`src/rtl/pgm_video_pkg.sv`:
```
// pgm_video_pkg: shared state encoding, burst length and gfx-ROM address field helpers
package pgm_video_pkg;
    localparam int GFX_BURST_LEN = 4;
    typedef logic [28:0] gfx_addr_t;
    typedef enum logic [2:0] {DRAIN, IDLE, LOOKUP, MISS_REQ, MISS_FILL, RESPOND, RELEASE} cache_state_t;
    function automatic logic [1:0] gfx_offset(input gfx_addr_t a);
        return a[1:0];
    endfunction
    function automatic logic [26:0] gfx_line_num(input gfx_addr_t a);
        return a[28:2];
    endfunction
    function automatic gfx_addr_t gfx_line_base(input gfx_addr_t a);
        return {a[28:2], 2'b00};
    endfunction
endpackage

```
`src/rtl/pgm_gfx_cache_ram.sv`:
```
// pgm_gfx_cache_ram: simple dual-port line data store with registered read
//   clk          single clock
//   we/waddr/wdata   write port (one 64-bit beat per cycle)
//   raddr/rdata      read port, data one cycle after the address
module pgm_gfx_cache_ram #(
    parameter int DEPTH = 32,
    parameter int AW    = $clog2(DEPTH)
) (
    input  logic          clk,
    input  logic          we,
    input  logic [AW-1:0] waddr,
    input  logic [63:0]   wdata,
    input  logic [AW-1:0] raddr,
    output logic [63:0]   rdata
);
    logic [63:0] mem [DEPTH];
    always_ff @(posedge clk) begin
        if (we) mem[waddr] <= wdata;
        rdata <= mem[raddr];
    end
endmodule

```
`src/rtl/pgm_gfx_rom_cache.sv`:
```
// pgm_gfx_rom_cache: direct-mapped read-only line cache between the video engine's
// gfx-ROM read port and the MiSTer DDRAM burst interface.
//   clk, reset           single clock, synchronous active-high reset
//   flush                pulse, invalidates every line
//   vid_rd, vid_addr     level request and 64-bit word address
//   vid_dout             read data, held after the completion pulse
//   vid_dout_ready       1-cycle completion pulse
//   vid_busy             low only while idle
//   DDRAM_*              burst read master, write side tied off
module pgm_gfx_rom_cache
    import pgm_video_pkg::*;
#(
    parameter int LINES     = 8,
    parameter int BURST_LEN = GFX_BURST_LEN,
    parameter int DRAIN_CYC = 64
) (
    input  logic        clk,
    input  logic        reset,
    input  logic        flush,
    input  logic        vid_rd,
    input  logic [28:0] vid_addr,
    output logic [63:0] vid_dout,
    output logic        vid_busy,
    output logic        vid_dout_ready,
    input  logic        DDRAM_BUSY,
    output logic        DDRAM_RD,
    output logic [28:0] DDRAM_ADDR,
    output logic [7:0]  DDRAM_BURSTCNT,
    input  logic [63:0] DDRAM_DOUT,
    input  logic        DDRAM_DOUT_READY,
    output logic        DDRAM_WE,
    output logic [7:0]  DDRAM_BE,
    output logic [63:0] DDRAM_DIN
);
    localparam int IW = $clog2(LINES);
    localparam int TW = 27 - IW;
    localparam int DW = $clog2(DRAIN_CYC);
    cache_state_t state, state_nx;
    gfx_addr_t addr;
    logic [DW-1:0] drain_cnt;
    logic [1:0] beat;
    logic flush_seen;
    logic [LINES-1:0] valid;
    logic [TW-1:0] tags [LINES];
    logic [63:0] rdata;
    logic [26:0] line;
    logic [IW-1:0] idx;
    logic [TW-1:0] tag;
    logic hit, beat_in, fill_done;
    assign line = gfx_line_num(addr);
    assign idx = line[IW-1:0];
    assign tag = line[26:IW];
    assign hit = valid[idx] && tags[idx] == tag;
    assign beat_in = state == MISS_FILL && DDRAM_DOUT_READY;
    assign fill_done = beat_in && beat == 2'd3;
    // Read port follows the live request so the IDLE cycle that accepts it
    // already has the data word ready for LOOKUP.
    pgm_gfx_cache_ram #(.DEPTH(LINES * GFX_BURST_LEN)) u_ram (
        .clk(clk),
        .we(beat_in),
        .waddr({idx, beat}),
        .wdata(DDRAM_DOUT),
        .raddr({vid_addr[2+:IW], gfx_offset(vid_addr)}),
        .rdata(rdata)
    );
    always_comb begin
        state_nx = state;
        case (state)
            DRAIN:     if (drain_cnt == DW'(DRAIN_CYC - 1)) state_nx = IDLE;
            IDLE:      if (vid_rd) state_nx = LOOKUP;
            LOOKUP:    state_nx = hit ? RESPOND : MISS_REQ;
            MISS_REQ:  if (!DDRAM_BUSY) state_nx = MISS_FILL;
            MISS_FILL: if (fill_done) state_nx = RESPOND;
            RESPOND:   state_nx = RELEASE;
            RELEASE:   if (!vid_rd) state_nx = IDLE;
            default:   state_nx = IDLE;
        endcase
    end
    always_ff @(posedge clk) begin
        if (reset) begin
            state      <= DRAIN;
            addr       <= '0;
            drain_cnt  <= '0;
            beat       <= '0;
            flush_seen <= 1'b0;
            vid_dout   <= '0;
        end else begin
            state <= state_nx;
            if (state == DRAIN) drain_cnt <= drain_cnt + 1'b1;
            if (state == IDLE && vid_rd) addr <= vid_addr;
            if (beat_in) beat <= beat + 1'b1;
            // Any flush between request acceptance and the last beat keeps the refilled line invalid.
            flush_seen <= (state == IDLE) ? 1'b0 : (flush_seen | flush);
            if (state == LOOKUP && hit) vid_dout <= rdata;
            if (beat_in && beat == gfx_offset(addr)) vid_dout <= DDRAM_DOUT;
        end
    end
    always_ff @(posedge clk) begin
        if (reset || flush) valid <= '0;
        else if (fill_done && !flush_seen) valid[idx] <= 1'b1;
        if (fill_done) tags[idx] <= tag;
    end
    assign vid_busy       = state != IDLE;
    assign vid_dout_ready = state == RESPOND;
    assign DDRAM_RD       = state == MISS_REQ && !DDRAM_BUSY;
    assign DDRAM_ADDR     = gfx_line_base(addr);
    assign DDRAM_BURSTCNT = 8'(BURST_LEN);
    assign DDRAM_WE       = 1'b0;
    assign DDRAM_BE       = 8'hFF;
    assign DDRAM_DIN      = '0;
endmodule

```
`config.mk`:
```
export PLATFORM = sky130hd
export DESIGN_NAME = pgm_gfx_rom_cache
export DESIGN_NICKNAME = d
export VERILOG_FILES = /design/src/rtl/pgm_video_pkg.sv /design/src/rtl/pgm_gfx_cache_ram.sv /design/src/rtl/pgm_gfx_rom_cache.sv
export SDC_FILE = /design/constraint.sdc
export NUM_CORES = 2
export LEC_CHECK = 0
export ABC_AREA = 1
export CORE_MARGIN = 2
export CORE_UTILIZATION = 45
export DETAILED_ROUTE_END_ITERATION = 16
export SETUP_SLACK_MARGIN = 0.1
export SLEW_MARGIN = 10
export SYNTH_ARGS = -nofsm -noshare
export SYNTH_HDL_FRONTEND = slang
export SYNTH_SLANG_ARGS = --single-unit
```
`constraint.sdc`:
```
create_clock -name clk -period 7.2 [get_ports clk]
set_input_delay 2.16 -clock clk [delete_from_list [all_inputs] [get_ports clk]]
set_output_delay 2.16 -clock clk [all_outputs]
set_load 0.03 [all_outputs]
```
==> results.py <==
metrics = {
    "placement": {
        "place.gp.congestion": 0.779,
        "portBuffers": 192,
        "pre_cts_ws_ns": 1.47,
        "place_hpwl_mm": 135,
    },
    "cts": {
        "cts_hold_buffers": 0,
        "clockBufferDepth": 3,
        "clk_latency_ns": 0.90,
        "htree_levels": 4,
        "ctsRootBufferMaster": "clkbuf_16",
        "cts_buffers": 240,
        "clock-sinks": 2420,
        "cts_resized": 0,
        "cts_tree": "built",
        "cts_post_setup_buffers_inserted": 0,
        "clkTransAtPathRegs_ns": 0.06,
    },
    "global_route": {
        "grt_usage_pct": 24.6,
        "grt_pass1_wl_mm": 395,
        "antenna_found_initial": 21,
        "gr-total-overflow": 0,
        "grt_max_degree": 160,
        "grt_pass1_vias": 58670,
    },
    "yosys": {
        "synthArstFlopShare_pct": 0,
        "yosysWarnings": 0,
        "synthesis.instances": 7538,
        "synth_cell_types": 33,
        "synth_most_common_cell": "edfxtp_1",
        "syn_area_per_cell_um2": 12.6,
        "synth-edff-count": 2240,
        "syn_area_um2": 95100,
        "yosys.area.top_type": "edfxtp_1",
        "synthTopCellsByCount": "2240 x edfxtp_1, 1492 x nor2_1, 1271 x o21ai_0",
        "ys_seq_area_share_pct": 74.6,
        "synth_seq_cells": 2420,
        "netlist_top_cells_area": "edfxtp_1 71%, o21ai_0 6.7%, nor2_1 5.9%, dfxtp_1 3.8%, o22ai_1 3.5%",
        "synth_ff_type": "edfxtp_1",
        "synth_top_area_share_pct": 70.8,
    },
    "timing": {
        "fin_crit_sh_pct": 79.5,
        "fmax_ghz": 0.175,
        "fin_ws_ns": 1.48,
        "finalSetupViolations": 0,
        "rsz0062_at_grt": "no",
        "relSlewSlack_pct": 15.0,
        "hold_viol": 0,
        "tns_ns": 0,
        "fin_crit_ns": 5.72,
        "finalMaxSlewViolations": 0,
        "worst_pin_slew_ns": 1.27,
        "finClkSkew_ns": 0.0553,
    },
    "setup_path": {
        "slowest_stage": "clkdlybuf4s50_1",
        "cp.arrival_ns": 3.56,
        "end_kind": "primary output",
        "r2r_slack_ns": 2.62,
        "crit_top_cell": "clkdlybuf4s50_1",
        "worstPathMaxFanout": 2,
        "start_kind": "primary input",
        "cp.required_ns": 5.04,
        "worst_r2r_path_depth": 17,
        "critPathMaxStageDelay_ns": 0.72,
        "critical_path_class": "in2out",
        "reg2reg_to": "vid_dout[29]",
        "crit_chain": "clkdlybuf4s50_1, nor4_1, clkdlybuf4s50_1",
        "startpoint": "DDRAM_BUSY",
    },
    "route": {
        "via_count": 61845,
        "first_iter_violations": 6983,
        "drcViolationCount": 0,
        "first_pass_iters": 6,
        "wl_per_cell_um": 25.6,
        "routed_wl_mm": 271,
        "via_per_inst": 5.83,
        "ant_nets": 0,
    },
    "die": {
        "rows": 168,
        "dieArea_um2": 215000,
        "core_um2": 210000,
        "die_width_um": 464,
        "io_pins": 276,
        "die_y_um": 464,
        "initial_core_util_pct": 45.3,
    },
    "power_and_ir_drop": {
        "leakagePower_nw": 36.0,
        "p_total_mw": 30.4,
        "ir_worst_vdd_uv": 222,
        "power_density_nw_per_um2": 281,
    },
    "hold_path": {
        "hold_end": "valid[6]",
        "hp-start": "valid[6]",
        "holdPathStages": 2,
        "min_path_type": "reg2reg",
    },
    "layout": {
        "area_growth_pct": 13.7,
        "fin_nets": 7699,
        "drive_gt1_share_pct": 8.45,
    },
    "job": {
        "drv_cap": 0,
    },
    "outcome": {
        "status": "completed",
    },
}
[final cells by class]
cell class / instances / area (um^2)
multi-input cells: 4403 / 21300
clock buffers: 327 / 6650
well taps: 2805 / 3510
diodes: 8 / 20.0
fillers: 17704 / 102000
repair buffers: 357 / 3780
clock inverters: 122 / 1240
flip-flops and latches: 2420 / 70900
inverters: 173 / 687
[kinds of logic (layout without fill, tap and decap cells)]
family	Yosys count	after routing	synth area share [%]
compound gates	2049	2049	12.0
xor+xnor	2	2	0.0184
fa+ha+maj	5	5	0.0658
buf+inv	796	979	3.66
flops	2420	2420	74.6
mux	64	64	0.758
other cells	2	91	0.00790
simple gates	2200	2200	8.93
[report_power, final]
part | leakage [nW] | total [mW] | internal (mW) | switching (mW)
Combinational | 10.5 | 2.28 | 0.669 | 1.61
Sequential | 21.6 | 15.7 | 15.5 | 0.169
Clock | 3.87 | 12.4 | 7.01 | 5.40
Total | 36.0 | 30.4 | 23.2 | 7.18
[worst max-delay path, delay by kind of cell]
kind / cells / cell delay [ns]
buffers and inverters: 2 / 1.14
and+or+nand+nor: 1 / 0.27
[placed cells by master, fill, tap and decap left out, drive strengths merged, types with 5 or more instances in the layout]
| cell type | count |
|---|---|
| a31oi | 9 |
| o22ai | 530 |
| nand2 | 551 |
| clkdlybuf4s50 | 183 |
| nand3b | 10 |
| inv | 176 |
| dfxtp | 180 |
| diode | 8 |
| o31ai | 19 |
| mux2 | 64 |
| o32ai | 6 |
| clkinv | 97 |
| conb | 83 |
| bufinv | 15 |
| a21oi | 78 |
| clkbuf | 327 |
| edfxtp | 2240 |
| nor2 | 1492 |
| buf | 174 |
| nand3 | 130 |
| ha | 5 |
| o221ai | 59 |
| nor3 | 11 |
| o21ai | 1278 |
| clkinvlp | 7 |
| o21bai | 64 |
[worst max-delay path by stage]
| stage | endpoint | cells after the start | slack (ns) |
|---|---|---|---|
| 2_1_floorplan | u_ram.mem[11][0] | 5 | 1.29 |
| 3_3_place_gp | DDRAM_RD | 3 | 1.49 |
| 3_5_place_dp | DDRAM_RD | 3 | 1.47 |
| 4_1_cts | DDRAM_RD | 3 | 1.47 |
| 5_1_grt | DDRAM_RD | 3 | 1.38 |
| 6_report | DDRAM_RD | 3 | 1.48 |
[metal layers]
| layer | GRT usage [%] | vias to the layer above | part of all wire, % |
|---|---|---|---|
| met5 | 0 | - | 0.019 |
| met3 | 3.76 | 493 | 7.9 |
| met2 | 39.6 | 2757 | 47 |
| met1 | 34.3 | 31153 | 42 |
| met4 | 8.02 | 10 | 3.1 |
| li1 | - | 27432 | - |
[flip-flops by register name, summed over array words and instances, names as in the netlist, named ones only]
signal	flops
beat	2
drain_cnt	6
addr	29
vid_dout	64
valid	8
state	3
u_ram.rdata	64
u_ram.mem	2048
tags	192
flush_seen	1
[per-stage QoR]
stage | hold WS [ns] | cell area (um^2) | std cells | util [%]
2_1_floorplan | 0.431 | 95400 | 7619 | -
5_1_grt | 0.484 | 108000 | 10610 | 51.5
3_3_place_gp | 0.440 | 100000 | 10157 | 47.7
6_report | 0.453 | 108000 | 10615 | 51.5
4_1_cts | 0.455 | 108000 | 10607 | 51.5
3_5_place_dp | 0.446 | 100000 | 10158 | 47.7
(Power assumes the default switching activity.)
